`src/rtl/cbus_rr_arbiter_pkg.sv`:
```
// Shared types for the CBus round-robin arbiter: bus request/response structs,
// arbiter state encoding and the default watchdog limit.
package cbus_rr_arbiter_pkg;

    typedef struct packed {
        logic        valid;
        logic        is_write;
        logic [31:0] addr;
        logic [7:0]  len;
        logic [31:0] wdata;
        logic [3:0]  wstrb;
    } cbus_req_t;

    typedef struct packed {
        logic        ready;
        logic        last;
        logic [31:0] data;
    } cbus_resp_t;

    typedef enum logic {
        ARB_IDLE,
        ARB_BUSY
    } arb_state_t;

    localparam int CBUS_ARB_TIMEOUT_DEFAULT = 1024;

    // Modulo increment with an explicit compare so non-power-of-two counts wrap correctly.
    function automatic int rr_inc(input int idx, input int n);
        return (idx + 1 >= n) ? 0 : idx + 1;
    endfunction

endpackage

```
`src/rtl/cbus_rr_arbiter_if.sv`:
```
// Bundle of requester-side and memory-side CBus signals seen by the arbiter.
// slave = arbiter view, master = environment view.
interface cbus_rr_arbiter_if #(
    parameter int NUM_INPUTS = 2
);
    import cbus_rr_arbiter_pkg::*;

    localparam int IDX_W = $clog2(NUM_INPUTS);

    cbus_req_t  [NUM_INPUTS-1:0] ireqs;
    cbus_resp_t [NUM_INPUTS-1:0] iresps;
    cbus_req_t                   oreq;
    cbus_resp_t                  oresp;
    logic       [IDX_W-1:0]      grant_idx;
    logic                        busy;
    logic                        err_timeout;

    modport slave (
        input  ireqs, oresp,
        output iresps, oreq, grant_idx, busy, err_timeout
    );

    modport master (
        output ireqs, oresp,
        input  iresps, oreq, grant_idx, busy, err_timeout
    );

endinterface

```
`src/rtl/cbus_rr_arbiter_rr_pick.sv`:
```
// Combinational round-robin picker: first set bit of valid scanning upward from
// ptr with wrap-around.
module cbus_rr_arbiter_rr_pick #(
    parameter  int NUM_INPUTS = 2,
    localparam int IDX_W      = $clog2(NUM_INPUTS)
) (
    input  logic [NUM_INPUTS-1:0] valid,
    input  logic [IDX_W-1:0]      ptr,
    output logic                  found,
    output logic [IDX_W-1:0]      idx
);

    int cand;

    // NOTE: every output gets a default before the loop so no path leaves it unassigned (no latch).
    always_comb begin
        found = 1'b0;
        idx   = ptr;
        cand  = 0;
        // Scan from the farthest offset down so the closest-to-ptr requester is written last and wins.
        for (int k = NUM_INPUTS - 1; k >= 0; k--) begin
            cand = int'(ptr) + k;
            if (cand >= NUM_INPUTS) cand = cand - NUM_INPUTS;
            if (valid[cand]) begin
                found = 1'b1;
                idx   = IDX_W'(cand);
            end
        end
    end

endmodule

```
`src/rtl/cbus_rr_arbiter.sv`:
```
// Round-robin arbiter sharing one CBus master port; ownership is held until the last beat.
// Optional watchdog abort enabled by defining CBUS_ARB_TIMEOUT_EN.
module cbus_rr_arbiter
    import cbus_rr_arbiter_pkg::*;
#(
    parameter int NUM_INPUTS     = 2,
    parameter int TIMEOUT_CYCLES = CBUS_ARB_TIMEOUT_DEFAULT
) (
    input  logic             clk,
    input  logic             reset,
    cbus_rr_arbiter_if.slave bus
);

    localparam int IDX_W = $clog2(NUM_INPUTS);

    if (NUM_INPUTS < 2 || TIMEOUT_CYCLES < 2) begin : g_bad_params
        $error("cbus_rr_arbiter: NUM_INPUTS and TIMEOUT_CYCLES must both be >= 2");
    end

    arb_state_t                  state_q, state_d;
    logic       [IDX_W-1:0]      grant_q, grant_d;
    logic       [IDX_W-1:0]      rr_ptr_q, rr_ptr_d;
    logic       [IDX_W-1:0]      pick_idx;
    logic       [NUM_INPUTS-1:0] req_valid;
    logic                        pick_found;
    logic                        txn_end;
    logic                        release_bus;
    cbus_req_t                   oreq_c;
    cbus_resp_t [NUM_INPUTS-1:0] iresps_c;

`ifdef CBUS_ARB_TIMEOUT_EN
    localparam int CNT_W = (TIMEOUT_CYCLES > 2) ? $clog2(TIMEOUT_CYCLES) : 1;

    logic [CNT_W-1:0] cnt_q, cnt_d;
    logic             err_q, err_d;
    logic             timeout_hit;
`endif

    always_comb begin
        for (int i = 0; i < NUM_INPUTS; i++) req_valid[i] = bus.ireqs[i].valid;
    end

    cbus_rr_arbiter_rr_pick #(
        .NUM_INPUTS (NUM_INPUTS)
    ) u_rr_pick (
        .valid (req_valid),
        .ptr   (rr_ptr_q),
        .found (pick_found),
        .idx   (pick_idx)
    );

    always_comb begin
        state_d     = state_q;
        grant_d     = grant_q;
        rr_ptr_d    = rr_ptr_q;
        oreq_c      = '0;
        iresps_c    = '0;
        txn_end     = 1'b0;
        release_bus = 1'b0;
`ifdef CBUS_ARB_TIMEOUT_EN
        cnt_d       = '0;
        err_d       = 1'b0;
        timeout_hit = 1'b0;
`endif
        case (state_q)
            ARB_IDLE: begin
                if (pick_found) begin
                    grant_d = pick_idx;
                    state_d = ARB_BUSY;
                end
            end
            ARB_BUSY: begin
                oreq_c            = bus.ireqs[grant_q];
                iresps_c[grant_q] = bus.oresp;
                // A requester dropping valid mid-transaction is treated like a normal end.
                txn_end     = (bus.oresp.ready && bus.oresp.last) || !bus.ireqs[grant_q].valid;
                release_bus = txn_end;
`ifdef CBUS_ARB_TIMEOUT_EN
                cnt_d       = bus.oresp.ready ? '0 : cnt_q + 1'b1;
                timeout_hit = !bus.oresp.ready && (cnt_q == CNT_W'(TIMEOUT_CYCLES - 1));
                err_d       = timeout_hit;
                release_bus = txn_end || timeout_hit;
`endif
                if (release_bus) begin
                    state_d  = ARB_IDLE;
                    rr_ptr_d = IDX_W'(rr_inc(int'(grant_q), NUM_INPUTS));
                end
            end
            default: state_d = ARB_IDLE;
        endcase
    end

    // NOTE: sequential state uses non-blocking assignments so all flops update together at the edge.
    always_ff @(posedge clk) begin
        if (!reset) begin
            state_q  <= ARB_IDLE;
            grant_q  <= '0;
            rr_ptr_q <= '0;
        end else begin
            state_q  <= state_d;
            grant_q  <= grant_d;
            rr_ptr_q <= rr_ptr_d;
        end
    end

`ifdef CBUS_ARB_TIMEOUT_EN
    always_ff @(posedge clk) begin
        if (!reset) begin
            cnt_q <= '0;
            err_q <= 1'b0;
        end else begin
            cnt_q <= cnt_d;
            err_q <= err_d;
        end
    end

    assign bus.err_timeout = err_q;
`else
    assign bus.err_timeout = 1'b0;
`endif

    assign bus.oreq      = oreq_c;
    assign bus.iresps    = iresps_c;
    assign bus.grant_idx = grant_q;
    assign bus.busy      = (state_q == ARB_BUSY);

endmodule

```
`src/flat_wrapper.sv`:
```
// flat-port wrapper written by rule: the top's interface ports become plain ports
module cbus_rr_arbiter_flat import cbus_rr_arbiter_pkg::*;
#(
    parameter int NUM_INPUTS     = 2,
    parameter int TIMEOUT_CYCLES = CBUS_ARB_TIMEOUT_DEFAULT
)
  (clk, reset, bus_ireqs, bus_oresp, bus_iresps, bus_oreq, bus_grant_idx, bus_busy, bus_err_timeout);
  cbus_rr_arbiter_if #(.NUM_INPUTS(NUM_INPUTS)) bus_i ();
  input  logic clk;
  input  logic reset;
  input wire logic [$bits(bus_i.ireqs)-1:0] bus_ireqs;
  input wire logic [$bits(bus_i.oresp)-1:0] bus_oresp;
  output wire logic [$bits(bus_i.iresps)-1:0] bus_iresps;
  output wire logic [$bits(bus_i.oreq)-1:0] bus_oreq;
  output wire logic [$bits(bus_i.grant_idx)-1:0] bus_grant_idx;
  output wire logic [$bits(bus_i.busy)-1:0] bus_busy;
  output wire logic [$bits(bus_i.err_timeout)-1:0] bus_err_timeout;
  assign bus_i.ireqs = bus_ireqs;
  assign bus_i.oresp = bus_oresp;
  assign bus_iresps = bus_i.iresps;
  assign bus_oreq = bus_i.oreq;
  assign bus_grant_idx = bus_i.grant_idx;
  assign bus_busy = bus_i.busy;
  assign bus_err_timeout = bus_i.err_timeout;
  cbus_rr_arbiter #(.NUM_INPUTS(NUM_INPUTS), .TIMEOUT_CYCLES(TIMEOUT_CYCLES)) u_core (.clk(clk), .reset(reset), .bus(bus_i));
endmodule
```
`config.mk`:
```
export PLATFORM = sky130hd
export DESIGN_NAME = cbus_rr_arbiter_flat
export DESIGN_NICKNAME = d
export VERILOG_FILES = /design/src/rtl/cbus_rr_arbiter_pkg.sv /design/src/rtl/cbus_rr_arbiter_if.sv /design/src/rtl/cbus_rr_arbiter_rr_pick.sv /design/src/rtl/cbus_rr_arbiter.sv /design/src/flat_wrapper.sv
export SDC_FILE = /design/constraint.sdc
export NUM_CORES = 1
export LEC_CHECK = 0
export ABC_CLOCK_PERIOD_IN_PS = 1000
export BUFFER_PORTS_ARGS = -buffer_cell sky130_fd_sc_hd__buf_4
export CAP_MARGIN = 20
export CORE_AREA = 2 2 131 133
export CTS_CLUSTER_DIAMETER = 120
export DETAILED_ROUTE_END_ITERATION = 10
export DIE_AREA = 0 0 133 135
export GPL_TIMING_DRIVEN = 0
export SKIP_LAST_GASP = 1
export SLEW_MARGIN = 20
export SYNTH_ARGS = -nofsm -noshare
export SYNTH_HDL_FRONTEND = slang
export SYNTH_SLANG_ARGS = --single-unit
```
`constraint.sdc`:
```
create_clock -name clk -period 1 [get_ports clk]
set_input_delay 0.05 -clock clk [delete_from_list [all_inputs] [get_ports clk]]
set_output_delay 0.05 -clock clk [all_outputs]
set_load 0.05 [all_outputs]
```
======== Word level (Yosys, flattened, before mapping) ========
Cells that the tools add are included.
operators by class
  $add $sub $neg .......................... 4
  $mul .................................... 0
  div/mod/pow operators ................... 0
  order comparisons ....................... 7
  equality and inequality tests ........... 0
  shift-type cells ........................ 0
  multiplexer cells ....................... 22
  bitwise gates (word level) .............. 2
  reductions and logical operators ........ 6
operators with widths
  operator                                              count
  two-way mux 78 bit                                    3
  bitwise AND 68 bit                                    1
  two-way mux 68 bit                                    1
  < comparator 32 x 3 -> 1 bit, second input constant   2
  two-way mux 32 bit                                    2
  demux 34 bit (select 1 bit)                           1
  two-way mux 34 bit                                    1
  >= comparator 32 x 3 -> 1 bit, second input constant  1
  subtractor 32 x 3 -> 32 bit, second input constant    1
  two-way mux 1 bit                                     13
  adder 1 x 1 -> 2 bit, second input constant           2
  AND reduction 2 bit                                   2
  subtractor 1 x 2 -> 3 bit, second input constant      1
  >= comparator 1 x 2 -> 1 bit, second input constant   1
  >= comparator 2 bit, second input constant            1
  logical AND 1 bit                                     2
  < comparator 1 x 2 -> 1 bit, second input constant    1
  one-hot mux 1 bit (2 select lines)                    1
  >= comparator 1 bit, second input constant            1
  zero test 1 bit                                       1
  logical OR 1 bit                                      1
  NOT 1 bit                                             1
storage, ports and cells
  bits in registers ....................... 3
  latch bits .............................. 0
  memory bits (writable) .................. 0
  bits in read-only memories .............. 0
  input bits .............................. 192
  output and inout port bits .............. 149
  logic and storage cells ................. 44
  memories ................................ 0

======== Longest topological paths before layout ========
  depth after elaboration ................. 10
  depth in mapped cells ................... 5
  gate-level depth less buffers ........... 3

======== By module ========
A second synthesis with hierarchy kept.
unflattened totals
  cells, all modules ...................... 274
  area, all modules ....................... 2,069.5 um^2
modules (own cells, without submodules)
  module                   instances  cells an instance  area each (um^2)  seq. area each (um^2)
  cbus_rr_arbiter          1          271                2,048.2           60.1
  cbus_rr_arbiter_rr_pick  1          3                  21.3              0.0

======== Worst setup path after synthesis ========
Ideal clock, no wire load.
  kind .................................... register -> output
  start ................................... register u_core.state_q (netlist: u_core.bus.busy)
  end ..................................... output bus_oreq[67]
  data arrival time ....................... 1.854 ns
  data required time ...................... 0.950 ns
  slack ................................... -0.904 ns
  stages on the path, launching flop included .. 5
  path buffers ............................ 2
  path through ............................ dfxtp_1 inv_2 buf_4 clkbuf_1 nor2_1
on the way
  cells in the longest elaborated chain, start to end .. 1
ends and longest elaborated chain
  item                      RTL line                RTL
  start: declaration        cbus_rr_arbiter.sv:20   arb_state_t state_q, state_d;
  start signal: assignment  cbus_rr_arbiter.sv:100  state_q <= state_d;
  two-way mux 78 bit        cbus_rr_arbiter.sv:65   case (state_q)
  end: declaration          flat_wrapper.sv:14      output wire logic [$bits(bus_i.oreq)-1:0] bus_oreq;
Every way passes these cells.

======== Worst setup path in the final report ========
  start ................................... register u_core.grant_q (netlist: u_core.bus.grant_idx)
  end ..................................... output bus_iresps[8]
on the way
  cells in the longest elaborated chain, start to end .. 6
  elaborated cells on any way between the ends .. 7
  those cells by class .................... order compare: 2; mux: 3; bitwise: 1; reduce/logical: 1
ends and longest elaborated chain
  item                                                                                             RTL line                RTL
  start: declaration                                                                               cbus_rr_arbiter.sv:21   logic [IDX_W-1:0] grant_q, grant_d;
  start signal: assignment                                                                         cbus_rr_arbiter.sv:101  grant_q <= grant_d;
  < comparator 1 x 2 -> 1 bit (not written as such) / >= comparator 1 bit (equally long branches)  cbus_rr_arbiter.sv:74   iresps_c[grant_q] = bus.oresp;
  logical AND 1 bit (not written as such)                                                          cbus_rr_arbiter.sv:74
  two-way mux 34 bit (not written as such)                                                         cbus_rr_arbiter.sv:74
  demux 34 bit (select 1 bit) *                                                                    --
  bitwise AND 68 bit (no line) *                                                                   --
  two-way mux 68 bit *                                                                             cbus_rr_arbiter.sv:65
  end: declaration                                                                                 flat_wrapper.sv:13      output wire logic [$bits(bus_i.iresps)-1:0] bus_iresps;
Every way passes the cells marked *; elsewhere a longest branch is shown, timed or not.

==> results.md <==
* Status: complete, but fails checks
* Failing checks: negative setup slack
* Max cap viols at 0
* Share of post-route cells with drive strength above 1 at between 90% and 100%
* Layout Nets at between 800 and 900
* Initial antenna violation count at 0
* Worst hold path class: input pin to register
* Top-area cell type share of the netlist area at 41.99%
* Synth Instances at between 200 and 300
* Post-DRT Antenna Nets at 0
* Via density at around 4.0
* Synthesized net count at about 470
* Crit end category: output port
* Worst setup margin at -0.5964 ns
* Slew Limit Fails at 0
* Dpl hpwl at roughly 11,000 microns
* Number of diodes at 0
* First-pass GRT wire length at roughly 21,000 microns
* Die Ht at around 140 microns
* Worst Path Buf+Inv at 5
* Clock skew at around 0.0015 ns
* Setup CP Type: register to output port
* Endpoints failing hold at 0
* Flip-flop and latch count after synthesis at 3
* Critical Path RT at between 0.9 and 1 ns
* Die area at ~0.018 sq mm
* Number of buffers created by CTS at 3
* Worst Path Max Fanout at 8
* Fin util at between 40% and 50%
* Minimum clock period at ~1.6 ns
* Post-synthesis sequential area ratio at under 10%
* DR vias at 3,477
* Placer Congestion at between 0.7 and 0.8
* Synth warn at 0
* Reg clk slew, reported paths at 0.03 ns
* Post-Place Cell Area at 0.005772 sq mm
* Peak supply drop at 0.001323 V
* Initial drt markers at between 60 and 70
* Clock Latency Late Sink at around 0.22 ns
* Leak pwr at 0.003287 uW
* CP cell instances: buf_12 > buf_12 > nor2b_4 > buf_12 > clkbuf_16 > and2_4 > buf_8
* Top cell by count, worst path: buf_12
* IO Pins at 341
* RSZ-0062 raised after global routing: true
* Placement Setup Slack at -0.4726 ns
* Final instance area at between 0.008 and 0.009 sq mm
* Avg WL per Cell at ~17 microns
* GRT Overall Usage at roughly 15%
* Syn-to-layout area delta at 327.7%
* Clk sinks at 3
* Initial Util at between 10% and 20%
* Mapped Area at between 0.0015 and 0.002 sq mm
* Final wirelength at approximately 15,000 microns
* Pin count of the biggest net entering global routing at 11
* Residual DRC count at 0
* Synth area leaders: mux2i_1 42%, nor2_1 16%, and2_1 12%, and3_1 11%, buf_12 3.2%
* PwrDens at 803.8 mW/mm^2
* Crit-path leading delay family: buffers and inverters
* Distinct cells, synth at 21
* Root buf cell: clkbuf_16
* Vias in the first global route at about 3,700
* Largest area contributor in the netlist: mux2i_1
* Std cell rows at between 40 and 50
* DR pass1 iterations at 4
* Max Freq at around 0.63 GHz
* Final period utilization at 159.6%
* Fill count at about 1,500
* Total gr overflow at 0
* Final setup vio count at around 150
* H-tree Lvls at 1
* CTS tree: built
* Die Wd at 133 microns
* Crit path max-delay cell type: dfxtp_4
* Slowest Stage Delay on Critical Path at around 0.34 ns
* I/O Buffers at around 340
* Max Root-Sink Buffers at 2
* Average size of a mapped cell at 6.898 sq um
* CP arrival at ~1.6 ns
* Critical Path Source Type: register
* Core Box Area at approximately 0.016 sq mm
* Hold buffers post-CTS at 0
[path summary, 6_finish.rpt]
check                               startpoint                           end  slack [ns]  cells past startpoint
max reg2reg  u_core.bus.grant_idx$_SDFFE_PN0P_    u_core.bus.busy$_SDFF_PN0_       -0.31                      6
min reg2reg       u_core.rr_ptr_q$_SDFFE_PN0P_  u_core.rr_ptr_q$_SDFFE_PN0P_        0.56                      2
min                                      reset    u_core.bus.busy$_SDFF_PN0_        0.07                      2
max          u_core.bus.grant_idx$_SDFFE_PN0P_                 bus_iresps[8]       -0.60                      7
[logic make-up after synthesis]
| kind of cell | synth area share [%] |
|---|---|
| AO/OA/AOI/OAI | 2.060 |
| buffers and inverters | 11.96 |
| flip-flops | 3.189 |
| multiplexers | 41.99 |
| other | 0.1991 |
| AND/OR/NAND/NOR | 40.60 |
[cell usage in the layout, fill, tap and decap left out, drive strengths merged]
cell type,count
nand2,1
clkbuf,22
nor2,79
mux2i,79
inv,2
a21boi,2
conb,1
dfxtp,3
o211ai,1
o21ai,2
nor2b,2
and3,34
and2,37
o22ai,1
buf,381
[Yosys cell counts]
cell      count
a21boi_0      2
and2_1       37
and3_1       34
buf_12        3
buf_4         7
buf_6         2
buf_8         1
clkbuf_1     10
clkbuf_2      6
conb_1        1
dfxtp_1       3
inv_1         1
inv_2         1
mux2i_1      79
nand2_1       1
nor2_1       79
nor2b_1       1
nor2b_4       1
o211ai_1      1
o21ai_0       2
o22ai_1       1
[sequential cells by signal, summed over array words and instances (netlist names)]
name                  cells
u_core.bus.grant_idx      1
u_core.rr_ptr_q           1
u_core.bus.busy           1
[where the power goes]
group / internal, uW / switching, uW / total, uW
logic: 2730 / 2970 / 5700
clock network: 526 / 105 / 631
registers: 133 / 14.2 / 147
total: 3390 / 3090 / 6470
[through the flow]
step                hold WS, ns  total power [uW]  setup TNS [ns]  cells
finish                  0.07071              6474          -78.17    867
global route            0.08925              6741          -86.03    867
CTS                     0.07203              6165          -84.13    863
detailed placement       0.2782              4410          -54.87    832
global placement         0.2740              4405          -54.57    832
floorplan                0.1709              2998          -35.28    273
[per-layer routing]
layer / vias up / track usage (%) / part of all wire [%]
li1: 1688 / - / -
met1: 1611 / 16.67 / 34
met3: 12 / 2.665 / 6.2
met5: - / 0 / 0
met4: 0 / 0.6571 / 0.89
met2: 166 / 29.94 / 58
[cell type report]
class | instances | area (sq um) | area share, %
well taps | 220 | 275.3 | 3.418
clock buffers | 4 | 78.83 | 0.9787
flip-flops and latches | 3 | 67.56 | 0.8389
multi-input cells | 239 | 3359 | 41.71
inverters | 2 | 10.01 | 0.1243
plain buffers | 26 | 377.9 | 4.692
repair buffers | 373 | 3885 | 48.24
[repair_timing]
item / CTS / global route
pin swaps: 17 / 14
setup endpoints to repair: 149 / 149
resized for setup: 295 / 103
buffers inserted: 19 / 6
cloned: 8 / 5
Power figures use the tool's default switching activity.
